**src/rtl/rob_pkg.sv**
```systemverilog
// Shared types for the ROB response path: R-beat payload, tag-table entry and AXI resp codes.
package rob_pkg;

   localparam int ID_W   = 4;
   localparam int DATA_W = 64;
   localparam int RESP_W = 2;
   localparam int TAG_W  = 4;
   localparam int LEN_W  = 8;

   localparam logic [RESP_W-1:0] RESP_OKAY   = 2'b00;
   localparam logic [RESP_W-1:0] RESP_SLVERR = 2'b10;

   typedef struct packed {
      logic [ID_W-1:0]   id;
      logic [DATA_W-1:0] data;
      logic [RESP_W-1:0] resp;
      logic              last;
      logic [TAG_W-1:0]  tagid;
   } r_resp_t;

   typedef struct packed {
      logic             valid;
      logic [LEN_W-1:0] len;
      logic [TAG_W-1:0] tagid;
      logic [LEN_W-1:0] beat_cnt;
   } tag_entry_t;

endpackage

```
**src/rtl/r_if.sv**
```systemverilog
// AXI R-channel style handshake bus, extended with the ROB tag that travels with each beat.
interface r_if #(
   parameter int ID_WIDTH   = 4,
   parameter int DATA_WIDTH = 64,
   parameter int RESP_WIDTH = 2,
   parameter int TAG_WIDTH  = 4
);
   logic                  valid;
   logic                  ready;
   logic [ID_WIDTH-1:0]   id;
   logic [DATA_WIDTH-1:0] data;
   logic [RESP_WIDTH-1:0] resp;
   logic                  last;
   logic [TAG_WIDTH-1:0]  tagid;

   modport master (output valid, id, data, resp, last, tagid, input ready);
   modport slave  (input valid, id, data, resp, last, tagid, output ready);
endinterface

```
**src/rtl/fifo.sv**
```systemverilog
// Show-ahead synchronous FIFO; dout always presents the oldest entry while !empty.
module fifo #(
   parameter int WIDTH = 8,
   parameter int DEPTH = 16
) (
   input  logic             clk,
   input  logic             rst_n,
   input  logic             wr_en,
   input  logic             rd_en,
   input  logic [WIDTH-1:0] din,
   output logic [WIDTH-1:0] dout,
   output logic             empty,
   output logic             full
);
   localparam int AW = $clog2(DEPTH);

   logic [WIDTH-1:0] r_mem [DEPTH];
   logic [AW:0]      r_wr_ptr;
   logic [AW:0]      r_rd_ptr;

   // Extra pointer MSB distinguishes full from empty when the addresses match.
   assign empty = (r_wr_ptr == r_rd_ptr);
   assign full  = (r_wr_ptr[AW-1:0] == r_rd_ptr[AW-1:0]) && (r_wr_ptr[AW] != r_rd_ptr[AW]);
   assign dout  = r_mem[r_rd_ptr[AW-1:0]];

   always_ff @(posedge clk or negedge rst_n) begin
      if (!rst_n) begin
         r_wr_ptr <= '0;
         r_rd_ptr <= '0;
      end else begin
         if (wr_en && !full)  r_wr_ptr <= r_wr_ptr + 1'b1;
         if (rd_en && !empty) r_rd_ptr <= r_rd_ptr + 1'b1;
      end
   end

   // NOTE: storage is not reset; the pointers alone define which entries are meaningful.
   always_ff @(posedge clk) begin
      if (wr_en && !full) r_mem[r_wr_ptr[AW-1:0]] <= din;
   end

endmodule

```
**src/rtl/incoming_response_buffer.sv**
```systemverilog
// Tags incoming R beats with the ROB tag recorded at AR issue, checks burst length,
// and buffers the beats through a FIFO plus a registered output stage towards the ROB.
module incoming_response_buffer
   import rob_pkg::*;
#(
   parameter int ID_WIDTH   = 4,
   parameter int DATA_WIDTH = 64,
   parameter int RESP_WIDTH = 2,
   parameter int TAG_WIDTH  = 4,
   parameter int LEN_WIDTH  = 8,
   parameter int FIFO_DEPTH = 16
) (
   input  logic                 clk,
   input  logic                 rst,
   input  logic                 alloc_valid,
   output logic                 alloc_ready,
   input  logic [ID_WIDTH-1:0]  alloc_id,
   input  logic [LEN_WIDTH-1:0] alloc_len,
   input  logic [TAG_WIDTH-1:0] alloc_tagid,
   r_if.slave                   in_if,
   r_if.master                  out_if,
   input  logic                 err_clr,
   output logic                 err_unexp,
   output logic                 err_len,
   output logic [ID_WIDTH:0]    alloc_count
);
   localparam int N_IDS     = 2**ID_WIDTH;
   localparam int PAYLOAD_W = ID_WIDTH + DATA_WIDTH + RESP_WIDTH + 1 + TAG_WIDTH;

   tag_entry_t          r_table [N_IDS];
   logic [ID_WIDTH:0]   r_alloc_count;
   logic                r_err_unexp;
   logic                r_err_len;
   logic                r_out_valid;
   r_resp_t             r_out;

   tag_entry_t          w_ent;
   r_resp_t             w_push;
   logic                w_in_fire, w_hit, w_unexp, w_at_len, w_free, w_len_err, w_alloc;
   logic                w_fifo_empty, w_fifo_full, w_pop;
   logic [PAYLOAD_W-1:0] w_fifo_dout;

   assign alloc_ready = !r_table[alloc_id].valid;
   assign w_alloc     = alloc_valid && alloc_ready;

   assign in_if.ready = !w_fifo_full;
   assign w_in_fire   = in_if.valid && in_if.ready;
   assign w_ent       = r_table[in_if.id];
   assign w_hit       = w_in_fire && w_ent.valid;
   assign w_unexp     = w_in_fire && !w_ent.valid;
   assign w_at_len    = (w_ent.beat_cnt == w_ent.len);
   assign w_free      = w_hit && (in_if.last || w_at_len);
   assign w_len_err   = w_hit && (in_if.last != w_at_len);

   // NOTE: every field gets a value on every pass, so no latch can be inferred.
   always_comb begin
      w_push       = '0;
      w_push.id    = in_if.id;
      w_push.data  = in_if.data;
      w_push.resp  = w_len_err ? RESP_SLVERR : in_if.resp;
      w_push.last  = in_if.last || w_at_len;
      w_push.tagid = w_ent.tagid;
   end

   // NOTE: non-blocking assignments so every register samples pre-edge state.
   always_ff @(posedge clk or negedge rst) begin
      if (!rst) begin
         for (int i = 0; i < N_IDS; i++) r_table[i] <= '0;
         r_alloc_count <= '0;
      end else begin
         if (w_free)     r_table[in_if.id].valid    <= 1'b0;
         else if (w_hit) r_table[in_if.id].beat_cnt <= w_ent.beat_cnt + 1'b1;
         // A free and an alloc never target the same entry: alloc needs it already invalid.
         if (w_alloc)
            r_table[alloc_id] <= '{valid: 1'b1, len: alloc_len, tagid: alloc_tagid, beat_cnt: '0};
         if (w_alloc && !w_free)      r_alloc_count <= r_alloc_count + 1'b1;
         else if (!w_alloc && w_free) r_alloc_count <= r_alloc_count - 1'b1;
      end
   end

   always_ff @(posedge clk or negedge rst) begin
      if (!rst) begin
         r_err_unexp <= 1'b0;
         r_err_len   <= 1'b0;
      end else begin
         r_err_unexp <= w_unexp   ? 1'b1 : (err_clr ? 1'b0 : r_err_unexp);
         r_err_len   <= w_len_err ? 1'b1 : (err_clr ? 1'b0 : r_err_len);
      end
   end

   fifo #(.WIDTH(PAYLOAD_W), .DEPTH(FIFO_DEPTH)) u_fifo (
      .clk   (clk),
      .rst_n (rst),
      .wr_en (w_hit),
      .rd_en (w_pop),
      .din   (w_push),
      .dout  (w_fifo_dout),
      .empty (w_fifo_empty),
      .full  (w_fifo_full)
   );

   assign w_pop = !w_fifo_empty && (!r_out_valid || out_if.ready);

   always_ff @(posedge clk or negedge rst) begin
      if (!rst)                r_out_valid <= 1'b0;
      else if (w_pop)          r_out_valid <= 1'b1;
      else if (out_if.ready)   r_out_valid <= 1'b0;
   end

   always_ff @(posedge clk) begin
      if (w_pop) r_out <= r_resp_t'(w_fifo_dout);
   end

   assign out_if.valid = r_out_valid;
   assign out_if.id    = r_out.id;
   assign out_if.data  = r_out.data;
   assign out_if.resp  = r_out.resp;
   assign out_if.last  = r_out.last;
   assign out_if.tagid = r_out.tagid;

   assign err_unexp   = r_err_unexp;
   assign err_len     = r_err_len;
   assign alloc_count = r_alloc_count;

endmodule

```
**src/flat_wrapper.sv**
```systemverilog
// flat-port wrapper written by rule: the top's interface ports become plain ports
module incoming_response_buffer_flat import rob_pkg::*;
#(
   parameter int ID_WIDTH   = 4,
   parameter int DATA_WIDTH = 64,
   parameter int RESP_WIDTH = 2,
   parameter int TAG_WIDTH  = 4,
   parameter int LEN_WIDTH  = 8,
   parameter int FIFO_DEPTH = 16
)
  (clk, rst, alloc_valid, alloc_ready, alloc_id, alloc_len, alloc_tagid, err_clr, err_unexp, err_len, alloc_count, in_if_valid, in_if_id, in_if_data, in_if_resp, in_if_last, in_if_tagid, in_if_ready, out_if_valid, out_if_id, out_if_data, out_if_resp, out_if_last, out_if_tagid, out_if_ready);
  r_if #(.ID_WIDTH(ID_WIDTH), .DATA_WIDTH(DATA_WIDTH), .RESP_WIDTH(RESP_WIDTH), .TAG_WIDTH(TAG_WIDTH)) in_if_i ();
  r_if #(.ID_WIDTH(ID_WIDTH), .DATA_WIDTH(DATA_WIDTH), .RESP_WIDTH(RESP_WIDTH), .TAG_WIDTH(TAG_WIDTH)) out_if_i ();
  input  logic clk;
  input  logic rst;
  input  logic alloc_valid;
  output logic alloc_ready;
  input  logic [ID_WIDTH-1:0] alloc_id;
  input  logic [LEN_WIDTH-1:0] alloc_len;
  input  logic [TAG_WIDTH-1:0] alloc_tagid;
  input  logic err_clr;
  output logic err_unexp;
  output logic err_len;
  output logic [ID_WIDTH:0] alloc_count;
  input wire logic [$bits(in_if_i.valid)-1:0] in_if_valid;
  input wire logic [$bits(in_if_i.id)-1:0] in_if_id;
  input wire logic [$bits(in_if_i.data)-1:0] in_if_data;
  input wire logic [$bits(in_if_i.resp)-1:0] in_if_resp;
  input wire logic [$bits(in_if_i.last)-1:0] in_if_last;
  input wire logic [$bits(in_if_i.tagid)-1:0] in_if_tagid;
  output wire logic [$bits(in_if_i.ready)-1:0] in_if_ready;
  output wire logic [$bits(out_if_i.valid)-1:0] out_if_valid;
  output wire logic [$bits(out_if_i.id)-1:0] out_if_id;
  output wire logic [$bits(out_if_i.data)-1:0] out_if_data;
  output wire logic [$bits(out_if_i.resp)-1:0] out_if_resp;
  output wire logic [$bits(out_if_i.last)-1:0] out_if_last;
  output wire logic [$bits(out_if_i.tagid)-1:0] out_if_tagid;
  input wire logic [$bits(out_if_i.ready)-1:0] out_if_ready;
  assign in_if_i.valid = in_if_valid;
  assign in_if_i.id = in_if_id;
  assign in_if_i.data = in_if_data;
  assign in_if_i.resp = in_if_resp;
  assign in_if_i.last = in_if_last;
  assign in_if_i.tagid = in_if_tagid;
  assign in_if_ready = in_if_i.ready;
  assign out_if_valid = out_if_i.valid;
  assign out_if_id = out_if_i.id;
  assign out_if_data = out_if_i.data;
  assign out_if_resp = out_if_i.resp;
  assign out_if_last = out_if_i.last;
  assign out_if_tagid = out_if_i.tagid;
  assign out_if_i.ready = out_if_ready;
  incoming_response_buffer #(.ID_WIDTH(ID_WIDTH), .DATA_WIDTH(DATA_WIDTH), .RESP_WIDTH(RESP_WIDTH), .TAG_WIDTH(TAG_WIDTH), .LEN_WIDTH(LEN_WIDTH), .FIFO_DEPTH(FIFO_DEPTH)) u_core (.clk(clk), .rst(rst), .alloc_valid(alloc_valid), .alloc_ready(alloc_ready), .alloc_id(alloc_id), .alloc_len(alloc_len), .alloc_tagid(alloc_tagid), .in_if(in_if_i), .out_if(out_if_i), .err_clr(err_clr), .err_unexp(err_unexp), .err_len(err_len), .alloc_count(alloc_count));
endmodule
```
**config.mk**
```make
export PLATFORM = sky130hd
export DESIGN_NAME = incoming_response_buffer_flat
export DESIGN_NICKNAME = d
export VERILOG_FILES = /design/src/rtl/rob_pkg.sv /design/src/rtl/r_if.sv /design/src/rtl/fifo.sv /design/src/rtl/incoming_response_buffer.sv /design/src/flat_wrapper.sv
export SDC_FILE = /design/constraint.sdc
export NUM_CORES = 2
export LEC_CHECK = 0
export CORE_ASPECT_RATIO = 1.75
export CORE_MARGIN = 2
export CORE_UTILIZATION = 50
export DETAILED_ROUTE_END_ITERATION = 10
export HOLD_SLACK_MARGIN = 0.03
export PLACE_DENSITY = 0.67
export SYNTH_ARGS = -nofsm -noshare
export SYNTH_HDL_FRONTEND = slang
export SYNTH_SLANG_ARGS = --single-unit
```
**constraint.sdc**
```tcl
create_clock -name clk -period 17.6 [get_ports clk]
set_input_delay 2.64 -clock clk [delete_from_list [all_inputs] [get_ports clk]]
set_output_delay 2.64 -clock clk [all_outputs]
set_load 0.005 [all_outputs]
```
== Word-level counts from Yosys, hierarchy flattened ==
Memory sizes are Yosys's and may differ from the RTL's. A register that Yosys moved wholly into a read port is not among the register bits.
Index checks and enable logic that the tools add are counted.
Operators by class
  bitwise operators: 2
  reductions and logical operators: 27
  $lt $le $gt $ge: 4
  muxes and demuxes: 28
  equality and inequality tests: 5
  $add $sub $neg: 5
Operator list (count)
  $bwmux 336: 3
  $mux 336: 3
  $demux 21 s4: 3
  $bmux 21 s4: 2
  $mux 21: 6
  $add 5x1->5 const B: 3
  $logic_and 1x1->1: 14
  $ge 5x5->1 const B: 2
  $lt 5x1->1 const B: 2
  $mux 5: 2
  $not 4->5: 2
  $add 8x1->8 const B: 1
  $eq 8x8->1: 1
  $mux 8: 1
  $reduce_bool 2->1: 4
  $logic_not 1->1: 7
  $mux 1: 7
  $eq 5x5->1: 1
  $sub 5x1->5 const B: 1
  $eq 4x4->1: 1
  $logic_or 1x1->1: 2
  $mux 2: 1
  $ne 1x1->1: 2
Storage, ports and cells
  flip-flop bits (word level): 354
  logic and storage cells: 142
  memories: 1
  memory bits (writable): 1200
  output and inout port bits: 85
Memories
  u_core.u_fifo.r_mem: depth 16, width 75, read ports 1, clocked after Yosys merged registers in 1, write ports 1, RTL line fifo.sv:17  | logic [WIDTH-1:0] r_mem [DEPTH];

== Logic depth before layout (Yosys ltp) ==
  word-level depth: 10
  gate-level depth with buffers: 21
  gate-level depth less buffers: 17

== By module ==
From an unflattened synthesis, not the netlist that was laid out.
Second synthesis, totals
  cell total of the unflattened synthesis: 3485
  area, all modules: 64775.9 um^2
Modules (own cells, without submodules)
  fifo: area an instance 46270.6 um^2, times used 1, cells an instance 2073
  incoming_response_buffer: area an instance 18505.2 um^2, times used 1, cells an instance 1412

== Worst setup path before layout ==
No wires, ideal clock.
  path kind: input to register
  from: input in_if_id[3]
  to: memory u_core.u_fifo.r_mem[3][0] in the netlist's numbering (enable)
  stages on the path: 8
  library setup time: 601 ps
  data required time: 16999 ps
  setup slack: 7656 ps
  buffers on the path: 2
  data arrival time: 9343 ps
  cells stage by stage: buf_4 mux4_2 inv_1 a221oi_1 o21a_1 clkbuf_1 nand2_1 nor3_1
Between the ends
  cells in the longest elaborated chain, start to end: 8
RTL lines
  start: declaration: RTL line flat_wrapper.sv:26  | input wire logic [$bits(in_if_i.id)-1:0] in_if_id;
  $not 4->5 (not written as such): RTL line incoming_response_buffer.sv:48  | assign w_ent = r_table[in_if.id];
  $bmux 21 s4: RTL line incoming_response_buffer.sv:48
  $mux 21 (not written as such) (2 in a row): RTL line incoming_response_buffer.sv:48
  $logic_and 1x1->1: RTL line incoming_response_buffer.sv:49  | assign w_hit = w_in_fire && w_ent.valid;
  $logic_and 1x1->1: RTL line fifo.sv:38  | if (wr_en && !full) r_mem[r_wr_ptr[AW-1:0]] <= din;
  $mux 1: RTL line fifo.sv:38
  $mux 1 (not written as such): RTL line fifo.sv:38
  end: declaration: RTL line fifo.sv:17
Every way passes these cells. The select of a mux whose other input is x is not followed.

== Worst setup path after layout ==
  from: input in_if_id[0]
  to: register u_core.r_alloc_count[4] (netlist: u_core.alloc_count[4])
Between the ends
  cells in the longest elaborated chain, start to end: 10
RTL lines
  $not 4->5 (not written as such) (*): RTL line incoming_response_buffer.sv:48
  $bmux 21 s4 (*): RTL line incoming_response_buffer.sv:48
  $mux 21 (not written as such) (*) (2 in a row): RTL line incoming_response_buffer.sv:48
  $eq 8x8->1 (*): RTL line incoming_response_buffer.sv:51  | assign w_at_len = (w_ent.beat_cnt == w_ent.len);
  $logic_or 1x1->1 (*)
  via u_core.u_fifo.din[4]: RTL line fifo.sv:10  | input logic [WIDTH-1:0] din,
  $logic_and 1x1->1 (*): RTL line incoming_response_buffer.sv:52  | assign w_free = w_hit && (in_if.last || w_at_len);
  $logic_not 1->1: RTL line incoming_response_buffer.sv:76  | if (w_alloc && !w_free) r_alloc_count <= r_alloc_count + 1'b1;
  $logic_and 1x1->1: RTL line incoming_response_buffer.sv:76
  $mux 5 / $reduce_bool 2->1 (equally long branches)
  end signal: assignment: RTL line incoming_response_buffer.sv:76
  end signal: assignment: RTL line incoming_response_buffer.sv:77  | else if (!w_alloc && w_free) r_alloc_count <= r_alloc_count - 1'b1;
  end: declaration: RTL line incoming_response_buffer.sv:31  | logic [ID_WIDTH:0] r_alloc_count;
Mark *: on every way through the listed nets, which the timed path passes. The rest lies on a longest branch. The select of a mux whose other input is x is not followed.
A chain may end at the register's enable or synchronous reset.

==> reports/results.ini <==
[sta]
min_period_over_period_pct = 46.4
drv_slew = 0
rsz0062_at_grt = false
max_freq_ghz = 0.122
skew_ns = 0.0271
setup_ws_ns = 9.43
setup_viol = 0
hold_viol = 0
fin_crit_ns = 8.17
tns_ns = 0
worst_pin_slew_ns = 1.22
slew_headroom_pct = 18.2

[synthesis]
netlist_instances = 3080
ys.warnings.count = 0
synth_top_area_cell = edfxtp_1
synth_ff_type = edfxtp_1
async_flop_share_pct = 21.7
synth-seq-cells = 1629
yosysSeqAreaShare_pct = 73.5
ys_types = 54
synth_top_area_share_pct = 59.7
synth.top_cells.by_count = edfxtp_1 (1275), mux4_2 (454), dfrtp_1 (354), mux2_2 (160), nor2_1 (148)
syn_nets = 3189
synth_edf_count = 1275
syn_area_mm2 = 0.0641
syn_avg_cell_area_um2 = 20.8
yosysMostFrequentCell = edfxtp_1
synthTopCellsByArea = edfxtp_1 (60%), mux4_2 (16%), dfrtp_1 (14%)

[placement]
place_area_mm2 = 0.0678
place_ws_ns = 8.62
dp_hpwl_um = 80100
gp_congestion = 0.845
portBuffers = 177

[cts]
cts_resized = 0
path_clk_slew_ns = 0.06
cts_root_buffer = clkbuf_16
cts-buffers-inserted = 143
hold_buffers = 0
postCtsSetupBuffers = 0
cts_tree = built
cts_htree_levels = 4
insertion_delay_ns = 0.78
ctsLongestPathBuffers = 3
cts.sinks = 1629

[hold_path]
hold_path_class = reg2reg

[detailed_routing]
drc = 0
wire_per_inst_um = 29.5
avgViaCountPerCell = 6.19
wl_um = 149000
ant_nets = 0
via_count = 31300
firstDrtPassIters = 5
drt-initial-drc-count = 3017

[global_route]
grt.overflow.total = 0
grt_use_total_pct = 23.1
grt_pass1_wl_um = 220000
grt_pass1_vias = 33700
antenna_found_initial = 12
grt_max_degree = 129

[cells_and_area]
layout-drive-gt1-share_pct = 28.3
syn2layout_area_growth_pct = 13.2
fin_nets = 3380
stdcell_area_mm2 = 0.0726
nFillCells = 9134
utilization_pct = 57.2

[worst_setup_path]
cp_cell_sequence = buf_4 -> buf_4 -> mux4_2 -> a22oi_1 -> nand2_1 -> xor2_1 -> nor4_1 -> nand2_1 -> ha_1 -> inv_1 -> nand2_1 -> ha_1 -> inv_1 -> ha_1 -> a21o_1 -> a21oi_1 -> xnor2_1 -> nor2_1 -> xor2_1
crit_path_start_kind = primary input
critPathMaxStageDelay_ns = 0.87
slowest_stage = buf_4
endpoint_kind = flop
worstPathRequired_ns = 18.26
path_buf_inv = 4
crit_type = in2reg
crit_family = buffers and inverters
crit_fanout = 54
cp.arrival_ns = 8.82

[run_status]
status = finished, final reports clean

[pwr]
ir_drop_uv = 166
power_density_mw_per_mm2 = 153
leakage_nw = 24.5
p_total_mw = 11.1

[die]
die_h_um = 478
die-area_mm2 = 0.131
start_util_pct = 50.5
die_w_um = 275
ios = 182
num_rows = 173
core_mm2 = 0.127

[job]
cap_violations = 0

-- registers in the layout (all words and copies together) (netlist names) --
| name | cells |
|---|---|
| u_core.r_table | 336 |
| u_core.u_fifo.r_wr_ptr | 5 |
| u_core.err_unexp | 1 |
| u_core.out_if.resp | 2 |
| u_core.err_len | 1 |
| u_core.out_if.tagid | 4 |
| u_core.out_if.last | 1 |
| u_core.u_fifo.r_rd_ptr | 5 |
| u_core.u_fifo.r_mem | 1200 |
| u_core.out_if.data | 64 |
| u_core.alloc_count | 5 |
| u_core.out_if.valid | 1 |
| u_core.out_if.id | 4 |
-- logic make-up (layout without fill, tap and decap cells) --
family	after synthesis	in the layout	synth area share [%]
adder cells (fa/ha/maj)	12	12	0.246
multiplexers	654	654	19.9
AO/OA/AOI/OAI	189	189	1.94
XOR/XNOR	33	33	0.498
AND/OR/NAND/NOR	348	348	2.31
other	0	2	0
buffers and inverters	215	517	1.58
flip-flops	1629	1629	73.5
-- through the flow --
| step | cells | hold WS [ns] |
|---|---|---|
| 2_1_floorplan | 3080 | 0.438 |
| 5_1_grt | 5046 | 0.501 |
| 3_3_place_gp | 4788 | 0.458 |
| 3_5_place_dp | 4788 | 0.456 |
| 4_1_cts | 5044 | 0.477 |
| 6_report | 5046 | 0.471 |
-- cells in the final DEF, fill, tap and decap left out, types with 6 or more instances in the layout --
| cell type | synthesis | routed |
|---|---|---|
| mux4_1 | 21 | 21 |
| nand4_1 | 8 | 8 |
| clkinv_2 | 0 | 17 |
| xnor2_1 | 16 | 16 |
| nand3_1 | 6 | 6 |
| a211oi_1 | 97 | 97 |
| clkinvlp_4 | 0 | 12 |
| bufinv_16 | 0 | 19 |
| mux2_2 | 160 | 160 |
| clkbuf_16 | 0 | 148 |
| a22oi_1 | 12 | 12 |
| clkdlybuf4s50_1 | 0 | 173 |
| nor2_1 | 148 | 121 |
| ha_1 | 11 | 11 |
| o21ai_0 | 52 | 52 |
| buf_4 | 7 | 70 |
| nand2_1 | 138 | 138 |
| mux4_2 | 454 | 454 |
| a21oi_1 | 19 | 18 |
| mux2i_1 | 19 | 19 |
| nor2_2 | 4 | 9 |
| nor2_4 | 0 | 22 |
| clkinv_1 | 0 | 25 |
| inv_1 | 14 | 13 |
| xor2_1 | 13 | 13 |
| dfrtp_1 | 354 | 350 |
| clkbuf_1 | 101 | 21 |
| edfxtp_1 | 1275 | 1275 |
-- layer usage --
metal | vias up | share of wire, % | GRT usage, %
met4 | 20 | 2.8 | 7.28
met2 | 1148 | 53 | 40.0
met1 | 16900 | 38 | 29.7
met3 | 264 | 6.0 | 4.11
met5 | - | 0.089 | 0
li1 | 12900 | - | -
-- path summary, 6_finish.rpt --
check / start / end / slack [ns] / cells past startpoint
min: u_core.alloc_count[4] / u_core.alloc_count[4] / 0.47 / 1
min in group asynchronous: rst / u_core.r_table[44] / 1.94 / 1
max reg2reg: u_core.u_fifo.r_rd_ptr[0] / u_core.u_fifo.r_mem[13][27] / 12.30 / 9
max in group asynchronous: rst / u_core.r_table[119] / 13.13 / 3
max: in_if_id[0] / u_core.alloc_count[4] / 9.43 / 19
min reg2reg: u_core.alloc_count[4] / u_core.alloc_count[4] / 0.47 / 1
-- power by group --
part           switching (mW)  total [mW]  internal, mW
Clock                    1.39        3.23          1.84
Combinational            1.29        2.77          1.48
Sequential              0.320        5.11          4.79
-- area by class of cell --
cell class	count	area [µm²]	area share [%]
tap	1662	2080	2.86
multi-input combinational	1236	16200	22.3
antenna	2	5.00	0.00689
timing repair buffer	246	2300	3.16
inverter	15	58.8	0.0810
clock inverter	85	1000	1.38
clock buffer	171	3810	5.25
sequential	1629	47200	64.9
Note: power is estimated with default switching activity, not from simulation.
